--- config.mk ---
export PLATFORM = sky130hd
export DESIGN_NAME = seq_multiplier
export DESIGN_NICKNAME = d
export VERILOG_FILES = /design/src/rtl/seq_multiplier.sv
export SDC_FILE = /design/constraint.sdc
export NUM_CORES = 1
export LEC_CHECK = 0
export CAP_MARGIN = 20
export CORE_ASPECT_RATIO = 1.5
export CORE_MARGIN = 4
export CORE_UTILIZATION = 50
export CTS_BUF_LIST = sky130_fd_sc_hd__clkbuf_16
export DETAILED_ROUTE_END_ITERATION = 12
export GPL_TIMING_DRIVEN = 0
export PLACE_DENSITY_LB_ADDON = 0.25
export SLEW_MARGIN = 20
export SYNTH_ARGS = -nofsm -noshare
export SYNTH_HDL_FRONTEND = slang
export SYNTH_SLANG_ARGS = --single-unit
--- constraint.sdc ---
create_clock -name clock -period 3.55 [get_ports clock]
set_input_delay 0.71 -clock clock [delete_from_list [all_inputs] [get_ports clock]]
set_output_delay 0.71 -clock clock [all_outputs]
set_load 0.02 [all_outputs]
--- src/rtl/seq_multiplier.sv ---
// seq_multiplier: iterative 32x32 radix-2 shift-add multiplier, 64-bit product.
//
// One multiply in flight. A start seen in IDLE or DONE captures the operands;
// 32 RUN cycles later the product lands on hi/lo with a one-cycle done pulse.
// A start during the done cycle is accepted, so back-to-back multiplies
// issue with no idle cycle.
//
// Build option: define SEQ_MULT_SIGNED_EN to compile in two's-complement
// support (magnitude at capture, negate at completion, chosen by is_signed).
// Without it is_signed is ignored and every multiply is unsigned.
//
// Ports:
//   clock      in   sole clock, rising edge
//   reset      in   asynchronous, active-low
//   start      in   multiply request, sampled when not busy
//   a, b       in   32-bit multiplicand / multiplier
//   is_signed  in   operands are two's complement (option only)
//   busy       out  multiply in progress
//   done       out  one-cycle pulse, hi/lo newly updated
//   hi, lo     out  product [63:32] / [31:0], held until next completion
//
// state | meaning
// IDLE  | waiting for start (reset state)
// RUN   | 32 shift-add iterations
// DONE  | product valid, one cycle; start here chains the next multiply
module seq_multiplier (
  input  logic        clock,
  input  logic        reset,
  input  logic        start,
  input  logic [31:0] a,
  input  logic [31:0] b,
  input  logic        is_signed,
  output logic        busy,
  output logic        done,
  output logic [31:0] hi,
  output logic [31:0] lo
);

  typedef enum logic [1:0] {S_IDLE, S_RUN, S_DONE} state_t;

  state_t      state_q, state_d;
  logic [31:0] mcand_q, mcand_d;
  logic [31:0] mplier_q, mplier_d;
  logic [31:0] acc_q, acc_d;
  logic [4:0]  cnt_q, cnt_d;
  logic [31:0] hi_q, hi_d;
  logic [31:0] lo_q, lo_d;

  logic        accept;
  logic        last_iter;
  logic [31:0] mcand_in, mplier_in;
  logic [32:0] sum;
  logic [63:0] prod_raw, prod_final;

  assign accept    = (state_q != S_RUN) && start;
  assign last_iter = (state_q == S_RUN) && (cnt_q == 5'd31);

`ifdef SEQ_MULT_SIGNED_EN
  logic sign_q, sign_d;

  assign mcand_in   = (is_signed && a[31]) ? (~a + 32'd1) : a;
  assign mplier_in  = (is_signed && b[31]) ? (~b + 32'd1) : b;
  assign sign_d     = accept ? (is_signed & (a[31] ^ b[31])) : sign_q;
  assign prod_final = sign_q ? (~prod_raw + 64'd1) : prod_raw;

  always_ff @(posedge clock or negedge reset) begin
    if (!reset) sign_q <= 1'b0;
    else        sign_q <= sign_d;
  end
`else
  logic unused_is_signed;

  assign unused_is_signed = is_signed;
  assign mcand_in   = a;
  assign mplier_in  = b;
  assign prod_final = prod_raw;
`endif

  // The 33-bit accumulator is the sum itself; its shifted-down upper 32 bits
  // are all that needs to be held between iterations.
  assign sum      = {1'b0, acc_q} + (mplier_q[0] ? {1'b0, mcand_q} : 33'd0);
  assign prod_raw = {sum, mplier_q[31:1]};

  // State register
  always_ff @(posedge clock or negedge reset) begin
    if (!reset) state_q <= S_IDLE;
    else        state_q <= state_d;
  end

  // Next-state logic
  always_comb begin
    state_d = state_q;
    case (state_q)
      S_IDLE:  state_d = start ? S_RUN : S_IDLE;
      S_RUN:   state_d = last_iter ? S_DONE : S_RUN;
      S_DONE:  state_d = start ? S_RUN : S_IDLE;
      default: state_d = S_IDLE;
    endcase
  end

  // Outputs decoded from the state register only, so both are glitch-free
  // and mutually exclusive.
  always_comb begin
    busy = (state_q == S_RUN);
    done = (state_q == S_DONE);
  end

  // Datapath next-state
  always_comb begin
    mcand_d  = mcand_q;
    mplier_d = mplier_q;
    acc_d    = acc_q;
    cnt_d    = cnt_q;
    hi_d     = hi_q;
    lo_d     = lo_q;
    if (accept) begin
      mcand_d  = mcand_in;
      mplier_d = mplier_in;
      acc_d    = 32'd0;
      cnt_d    = 5'd0;
    end else if (state_q == S_RUN) begin
      acc_d    = sum[32:1];
      mplier_d = {sum[0], mplier_q[31:1]};
      cnt_d    = cnt_q + 5'd1;
      if (last_iter) begin
        hi_d = prod_final[63:32];
        lo_d = prod_final[31:0];
      end
    end
  end

  always_ff @(posedge clock or negedge reset) begin
    if (!reset) begin
      mcand_q  <= 32'd0;
      mplier_q <= 32'd0;
      acc_q    <= 32'd0;
      cnt_q    <= 5'd0;
      hi_q     <= 32'd0;
      lo_q     <= 32'd0;
    end else begin
      mcand_q  <= mcand_d;
      mplier_q <= mplier_d;
      acc_q    <= acc_d;
      cnt_q    <= cnt_d;
      hi_q     <= hi_d;
      lo_q     <= lo_d;
    end
  end

  assign hi = hi_q;
  assign lo = lo_q;

endmodule

==> results of run 1 <==
power breakdown:
part | internal [mW] | switching (mW)
logic | 1.82 | 2.58
registers | 2.64 | 0.446
clock network | 0.939 | 0.880
total | 5.40 | 3.90
worst max-delay path: stages, from the launching register on:
cell,delay [ps]
dfrtp_1,400
nand2b_1,80
clkbuf_1,250
clkinv_1,540
buf_1,390
clkdlybuf4s50_1,610
cell usage in the layout (no fill, tap or decap), types with 6 or more instances in the layout:
master and n:
nand2_1 190, dfrtp_1 167, clkdlybuf4s50_1 130, o21ai_0 93, nand3_1 39, clkbuf_1 38
and2_1 34, ha_1 34, mux2i_1 32, mux2_2 32, a21oi_1 31, nor2_1 20
a21o_1 19, clkbuf_16 17, nand2b_1 14, xnor2_1 14, and3_1 13, o211ai_1 12
buf_1 11, nor3_1 11, o31ai_1 10, nand4_1 9, inv_1 6, o2111ai_1 6
cell type report:
cell class | instances | area [sq um] | share of cell area (%)
plain buffers | 54 | 209.0 | 1.915
repair buffers | 133 | 1351 | 12.38
flip-flops and latches | 167 | 4179 | 38.30
multi-input cells | 681 | 4290 | 39.32
inverters | 9 | 33.78 | 0.3096
clock inverters | 15 | 160.2 | 1.468
clock buffers | 17 | 425.4 | 3.899
well taps | 210 | 262.8 | 2.408
flip-flops by register name (all words and copies together), names as in the netlist:
name / flops
state_q: 2
cnt_q: 5
mcand_q: 32
lo: 32
acc_q: 32
mplier_q: 32
hi: 32
timing repair:
| action | 4_1_cts | 5_1_grt |
|---|---|---|
| setup buffers | 0 | 1 |
| setup endpoints to repair | 1 | 14 |
| resized for setup | 0 | 9 |
| pin swaps | 0 | 1 |
cell families after synthesis:
| group | count (synthesis) |
|---|---|
| simple gates | 346 |
| compound gates | 217 |
| flops | 167 |
| buf+inv | 66 |
| mux | 64 |
| fa+ha+maj | 35 |
| xor+xnor | 19 |
metal layers:
| layer | GRT usage, % | up-vias |
|---|---|---|
| met3 | 5.601 | 44 |
| li1 | - | 3533 |
| met2 | 41.94 | 203 |
| met4 | 8.531 | 0 |
| met5 | 0 | - |
| met1 | 28.23 | 3518 |
worst max-delay path by stage:
stage	start	endpoint	cells past startpoint
4_1_cts	mplier_q[0]	hi[27]	10
2_1_floorplan	mplier_q[0]	acc_q[27]	10
6_report	state_q[0]	busy	5
3_5_place_dp	mplier_q[0]	hi[27]	10
5_1_grt	state_q[0]	busy	5
3_3_place_gp	reset	lo[22]	1
through the flow:
step | hold WS, ps | total power, mW
after global placement | 457.5 | 7.316
after floorplan | 414.4 | 6.111
after CTS | 305.4 | 9.283
after global routing | 328.3 | 10.01
final | 274.9 | 9.301
after detailed placement | 461.5 | 7.438
==> impl_metrics.env, run 1 <==
export IMPL_skew_ps=11.28
export IMPL_yosysTopAreaCellShare_pct=48.08
export IMPL_crit_required_ps=2840
export IMPL_p_per_area_mw_per_mm2=852.4
export IMPL_synth_compound_area_share_pct=15.88
export IMPL_fill_cells=1464
export IMPL_insertion_delay_ps=440
export IMPL_yosys_register_bits=167
export IMPL_synthCells=914
export IMPL_path_max_fanout=17
export IMPL_leakage_nw=4.910
export IMPL_cp_end_kind="output port"
export IMPL_avgSynthCellArea_sq_um=9.510
export IMPL_synth_most_common_cell="nand2_1"
export IMPL_layout_drive_gt1_share_pct=7.900
export IMPL_n_antenna_cell=0
export IMPL_yosys_warnings=0
export IMPL_peakVddDrop_mv=0.4976
export IMPL_slew_violations=0
export IMPL_synthTopCellsByCount="190 x nand2_1, 167 x dfrtp_1, 93 x o21ai_0"
export IMPL_top_layer="met4"
export IMPL_first_global_vias=7432
export IMPL_syn_nets=1017
export IMPL_die_area_sq_mm=0.01960
export IMPL_syn_area_sq_mm=0.008692
export IMPL_areaGrowthSynthToFinish_pct=25.54
export IMPL_wl_met3_mm=1.292
export IMPL_timing_setup_tns_ps=0
export IMPL_critical_path_class="reg -> out"
export IMPL_fp_dieW_microns=115.7
export IMPL_wl_met1_mm=8.925
export IMPL_timing_final_ws_setup_ps=127.8
export IMPL_muxShareOfSynthArea_pct=7.831
export IMPL_synth_area_leaders="dfrtp_1 48%, nand2_1 8.2%, o21ai_0 5.4%"
export IMPL_grt_max_degree=87
export IMPL_start_util_pct=51.41
export IMPL_synth_top_area_cell="dfrtp_1"
export IMPL_core_area_sq_mm=0.01691
export IMPL_max_cap_viol_count=0
export IMPL_r2r_slack_ps=130
export IMPL_antenna_left=0
export IMPL_place_congestion=0.9186
export IMPL_worst_pin_slew_ps=879.3
export IMPL_routedWlPerCell_microns=17.52
export IMPL_yosysSeqAreaShare_pct=48.08
export IMPL_design_area_sq_mm=0.01091
export IMPL_dp_hpwl_mm=16.41
export IMPL_grt_first_pass_wirelength_mm=36.97
export IMPL_via_per_inst=5.675
export IMPL_drtIter0Drc=329
export IMPL_yosysUniqueCellTypes=58
export IMPL_route_detailed_drc=0
export IMPL_synth_xor_area_share_pct=1.914
export IMPL_synth_edf_count=0
export IMPL_io_pins=134
export IMPL_clockBufferDepth=2
export IMPL_startpoint_type="flop"
export IMPL_via_count=7298
export IMPL_grt_overflow=0
export IMPL_cp_arrival_ps=2710
export IMPL_yosys_area_share_simple_pct=18.28
export IMPL_synth_ff_type="dfrtp_1"
export IMPL_synthAdderAreaFrac_pct=5.125
export IMPL_dr_pass1_iters=5
export IMPL_min_period_ps=3422
export IMPL_setup_viol=0
export IMPL_slew_headroom_pct=41.11
export IMPL_cts_sinks=167
export IMPL_stdcell_count=1286
export IMPL_cts_buffers=17
export IMPL_placed_cell_area_sq_mm=0.01030
export IMPL_numPortBuffers=131
export IMPL_cts_tree="yes"
export IMPL_status="finished clean"
export IMPL_fp_dieH_microns=169.5
export IMPL_hold_viol=0
export IMPL_h_tree_depth=4
export IMPL_rsz0062_at_grt="no"
export IMPL_row_count=58
export IMPL_max_freq_mhz=292.2
export IMPL_dpl_cell_count=1256
export IMPL_r2r_start="mplier_q[0]"
export IMPL_reg2reg_depth=10
export IMPL_path_clk_slew_ps=70
export IMPL_dp_slack_ps=34.30
export IMPL_postLayoutCoreUtil_pct=64.53
export IMPL_synth_top_family_by_area="simple AND/OR/NAND/NOR gates"
export IMPL_fin_nets=1166
export IMPL_antenna_found_initial=0
export IMPL_drt_total_wl_mm=22.54
export IMPL_post_route_period_util_pct=96.40
export IMPL_ctsHoldBuffers=0
export IMPL_wl_met2_mm=11.74
export IMPL_synthArstFlopShare_pct=100.0
export IMPL_grt_usage_pct=23.83
export IMPL_cts_root_buf="clkbuf_16"
export IMPL_r2r_end="hi[27]"
export IMPL_hold_path_class="in -> async"
Power figures use the tool's default switching activity.
==> run 2, diff against run 1 <==
--- a/config.mk
+++ b/config.mk
@@ -5,6 +5,7 @@
 export SDC_FILE = /design/constraint.sdc
 export NUM_CORES = 1
 export LEC_CHECK = 0
+export ABC_AREA = 1
 export CAP_MARGIN = 20
 export CORE_ASPECT_RATIO = 1.5
 export CORE_MARGIN = 4
==> impl_metrics.env, run 2 <==
export IMPL_timing_final_ws_setup_ps=533.0
export IMPL_place_congestion=0.9602
export IMPL_dp_hpwl_mm=19.16
export IMPL_max_freq_mhz=331.5
export IMPL_register_area_sq_mm=0.004179
export IMPL_grt_usage_pct=25.30
export IMPL_yosys_register_bits=167
export IMPL_hold_viol=0
export IMPL_rsz0062_at_grt="no"
export IMPL_dr_pass1_iters=5
export IMPL_via_per_inst=5.071
export IMPL_io_pins=134
export IMPL_numPortBuffers=132
export IMPL_grt_overflow=0
export IMPL_antenna_found_initial=0
export IMPL_yosys_warnings=0
export IMPL_first_global_vias=8415
export IMPL_syn_nets=1323
export IMPL_start_util_pct=51.35
export IMPL_slew_headroom_pct=63.65
export IMPL_cp_end_kind="output port"
export IMPL_grt_first_pass_wirelength_mm=41.10
export IMPL_path_max_fanout=10
export IMPL_startpoint_type="flop"
export IMPL_fp_dieW_microns=117.7
export IMPL_max_stage_delay_ps=670
export IMPL_h_tree_depth=4
export IMPL_yosysSeqAreaShare_pct=46.32
export IMPL_via_count=8109
export IMPL_drtIter0Drc=437
export IMPL_post_route_period_util_pct=84.99
export IMPL_n_antenna_cell=0
export IMPL_antenna_left=0
export IMPL_crit_required_ps=2840
export IMPL_clockBufferDepth=2
export IMPL_areaGrowthSynthToFinish_pct=24.75
export IMPL_p_per_area_mw_per_mm2=836.1
export IMPL_cp_arrival_ps=2310
export IMPL_hold_path_class="in -> async"
export IMPL_core_area_sq_mm=0.01757
export IMPL_critical_path_class="reg -> out"
export IMPL_syn_area_sq_mm=0.009022
export IMPL_multi_input_area_sq_mm=0.003959
export IMPL_cts_tree="yes"
export IMPL_min_period_ps=3017
export IMPL_skew_ps=10.08
export IMPL_slowest_stage="clkdlybuf4s50_1"
export IMPL_yosysUniqueCellTypes=32
export IMPL_design_area_sq_mm=0.01126
export IMPL_fp_dieH_microns=172.5
export IMPL_path_cells="inv_1 -> nand2_2 -> inv_2 -> buf_4 -> buf_2 -> clkdlybuf4s50_1"
export IMPL_cts_buffers=17
export IMPL_worst_pin_slew_ps=545.3
export IMPL_avgSynthCellArea_sq_um=7.395
export IMPL_dp_slack_ps=827.8
export IMPL_peakVddDrop_mv=0.4474
export IMPL_synthTopCellsByCount="523 x nand2_1, 183 x inv_1, 167 x dfrtp_1"
export IMPL_cts_resized=0
export IMPL_route_detailed_drc=0
export IMPL_timing_setup_tns_ps=0
export IMPL_setup_viol=0
export IMPL_synth_most_common_cell="nand2_1"
export IMPL_synth_edf_count=0
export IMPL_drt_total_wl_mm=25.12
export IMPL_ctsHoldBuffers=0
export IMPL_synth_area_leaders="dfrtp_1 46%, nand2_1 22%, inv_1 7.6%"
export IMPL_fill_cells=1584
export IMPL_slew_violations=0
export IMPL_leakage_nw=6.115
export IMPL_cts_root_buf="clkbuf_16"
export IMPL_synth_ff_type="dfrtp_1"
export IMPL_cts_sinks=167
export IMPL_placed_cell_area_sq_mm=0.01067
export IMPL_yosysTopAreaCellShare_pct=46.32
export IMPL_postCtsSetupBuffers=0
export IMPL_routedWlPerCell_microns=15.71
export IMPL_synth_top_area_cell="dfrtp_1"
export IMPL_path_clk_slew_ps=70
export IMPL_synthArstFlopShare_pct=100.0
export IMPL_total_power_mw=9.411
export IMPL_layout_cells_most_common_list="523 x nand2_1, 183 x inv_1, 167 x dfrtp_1"
export IMPL_grt_max_degree=95
export IMPL_die_area_sq_mm=0.02030
export IMPL_synthCells=1220
export IMPL_fin_nets=1476
export IMPL_row_count=59
export IMPL_final_common_cell="nand2_1"
export IMPL_layout_drive_gt1_share_pct=5.483
export IMPL_insertion_delay_ps=440
export IMPL_status="finished clean"
export IMPL_max_cap_viol_count=0
[run 2: changes by cell type after synthesis, sizes merged, moves of 13 or more]
cell	before	now
nor2	20	49
and3	13	0
nand2b	14	0
o21ai	94	56
mux2i	32	0
nand2	190	532
mux2	32	0
nand3	39	64
a21o	19	1
o221ai	0	31
clkbuf	43	17
and2	34	0
inv	6	184
[run 2: worst paths after layout]
kind | start | endpoint | slack (ps) | cells past startpoint
max in group asynchronous | reset | lo[16] | 2510 | 3
min reg2reg | mcand_q[28] | mcand_q[28] | 470 | 2
min | reset | hi[21] | 60 | 1
max reg2reg | mplier_q[0] | hi[31] | 760 | 15
max | state_q[1] | busy | 530 | 6
min in group clock | mcand_q[28] | mcand_q[28] | 470 | 2
[run 2: stage by stage]
step | utilization, % | hold slack (ps) | cells
global route | 64.06 | 46.16 | 1599
floorplan | - | 414.4 | 1220
detailed placement | 60.73 | 458.9 | 1567
CTS | 64.06 | 49.52 | 1599
global placement | 60.39 | 454.9 | 1565
finish | 64.06 | 56.98 | 1599
[run 2: cells by family (layout without fill, tap and decap cells)]
family | count (synthesis) | in the layout | synth area share [%]
simple gates | 660 | 660 | 29.37
buf+inv | 225 | 391 | 9.804
flops | 167 | 167 | 46.32
compound gates | 119 | 119 | 8.210
fa+ha+maj | 35 | 35 | 4.937
xor+xnor | 14 | 14 | 1.359
[run 2: area by class of cell]
type,instances,area share (%)
buffer,41,1.723
clock buffer,17,3.779
clock inverter,15,1.423
inverter,184,6.136
multi-input combinational,828,35.17
sequential,167,37.13
tap,213,2.368
timing repair buffer,134,12.27
[run 2: power by group]
| part | switching (mW) | total (mW) | internal, mW |
|---|---|---|---|
| Clock | 0.870 | 1.87 | 0.998 |
| Sequential | 0.457 | 3.18 | 2.72 |
| Combinational | 2.67 | 4.36 | 1.69 |
| Total | 4.00 | 9.41 | 5.41 |
[run 2: critical path, delay by kind of cell, from the launching register on]
kind                   cells  cell delay, ps
AND/OR/NAND/NOR            1             140
buffers and inverters      5            1370
flip-flops                 1             360
[run 2: layer usage]
metal / routed length [microns] / track usage [%]
met2: 13390 / 47.01
met4: 1290 / 13.25
met1: 9349 / 26.65
met5: 0 / 0
met3: 1089 / 5.059
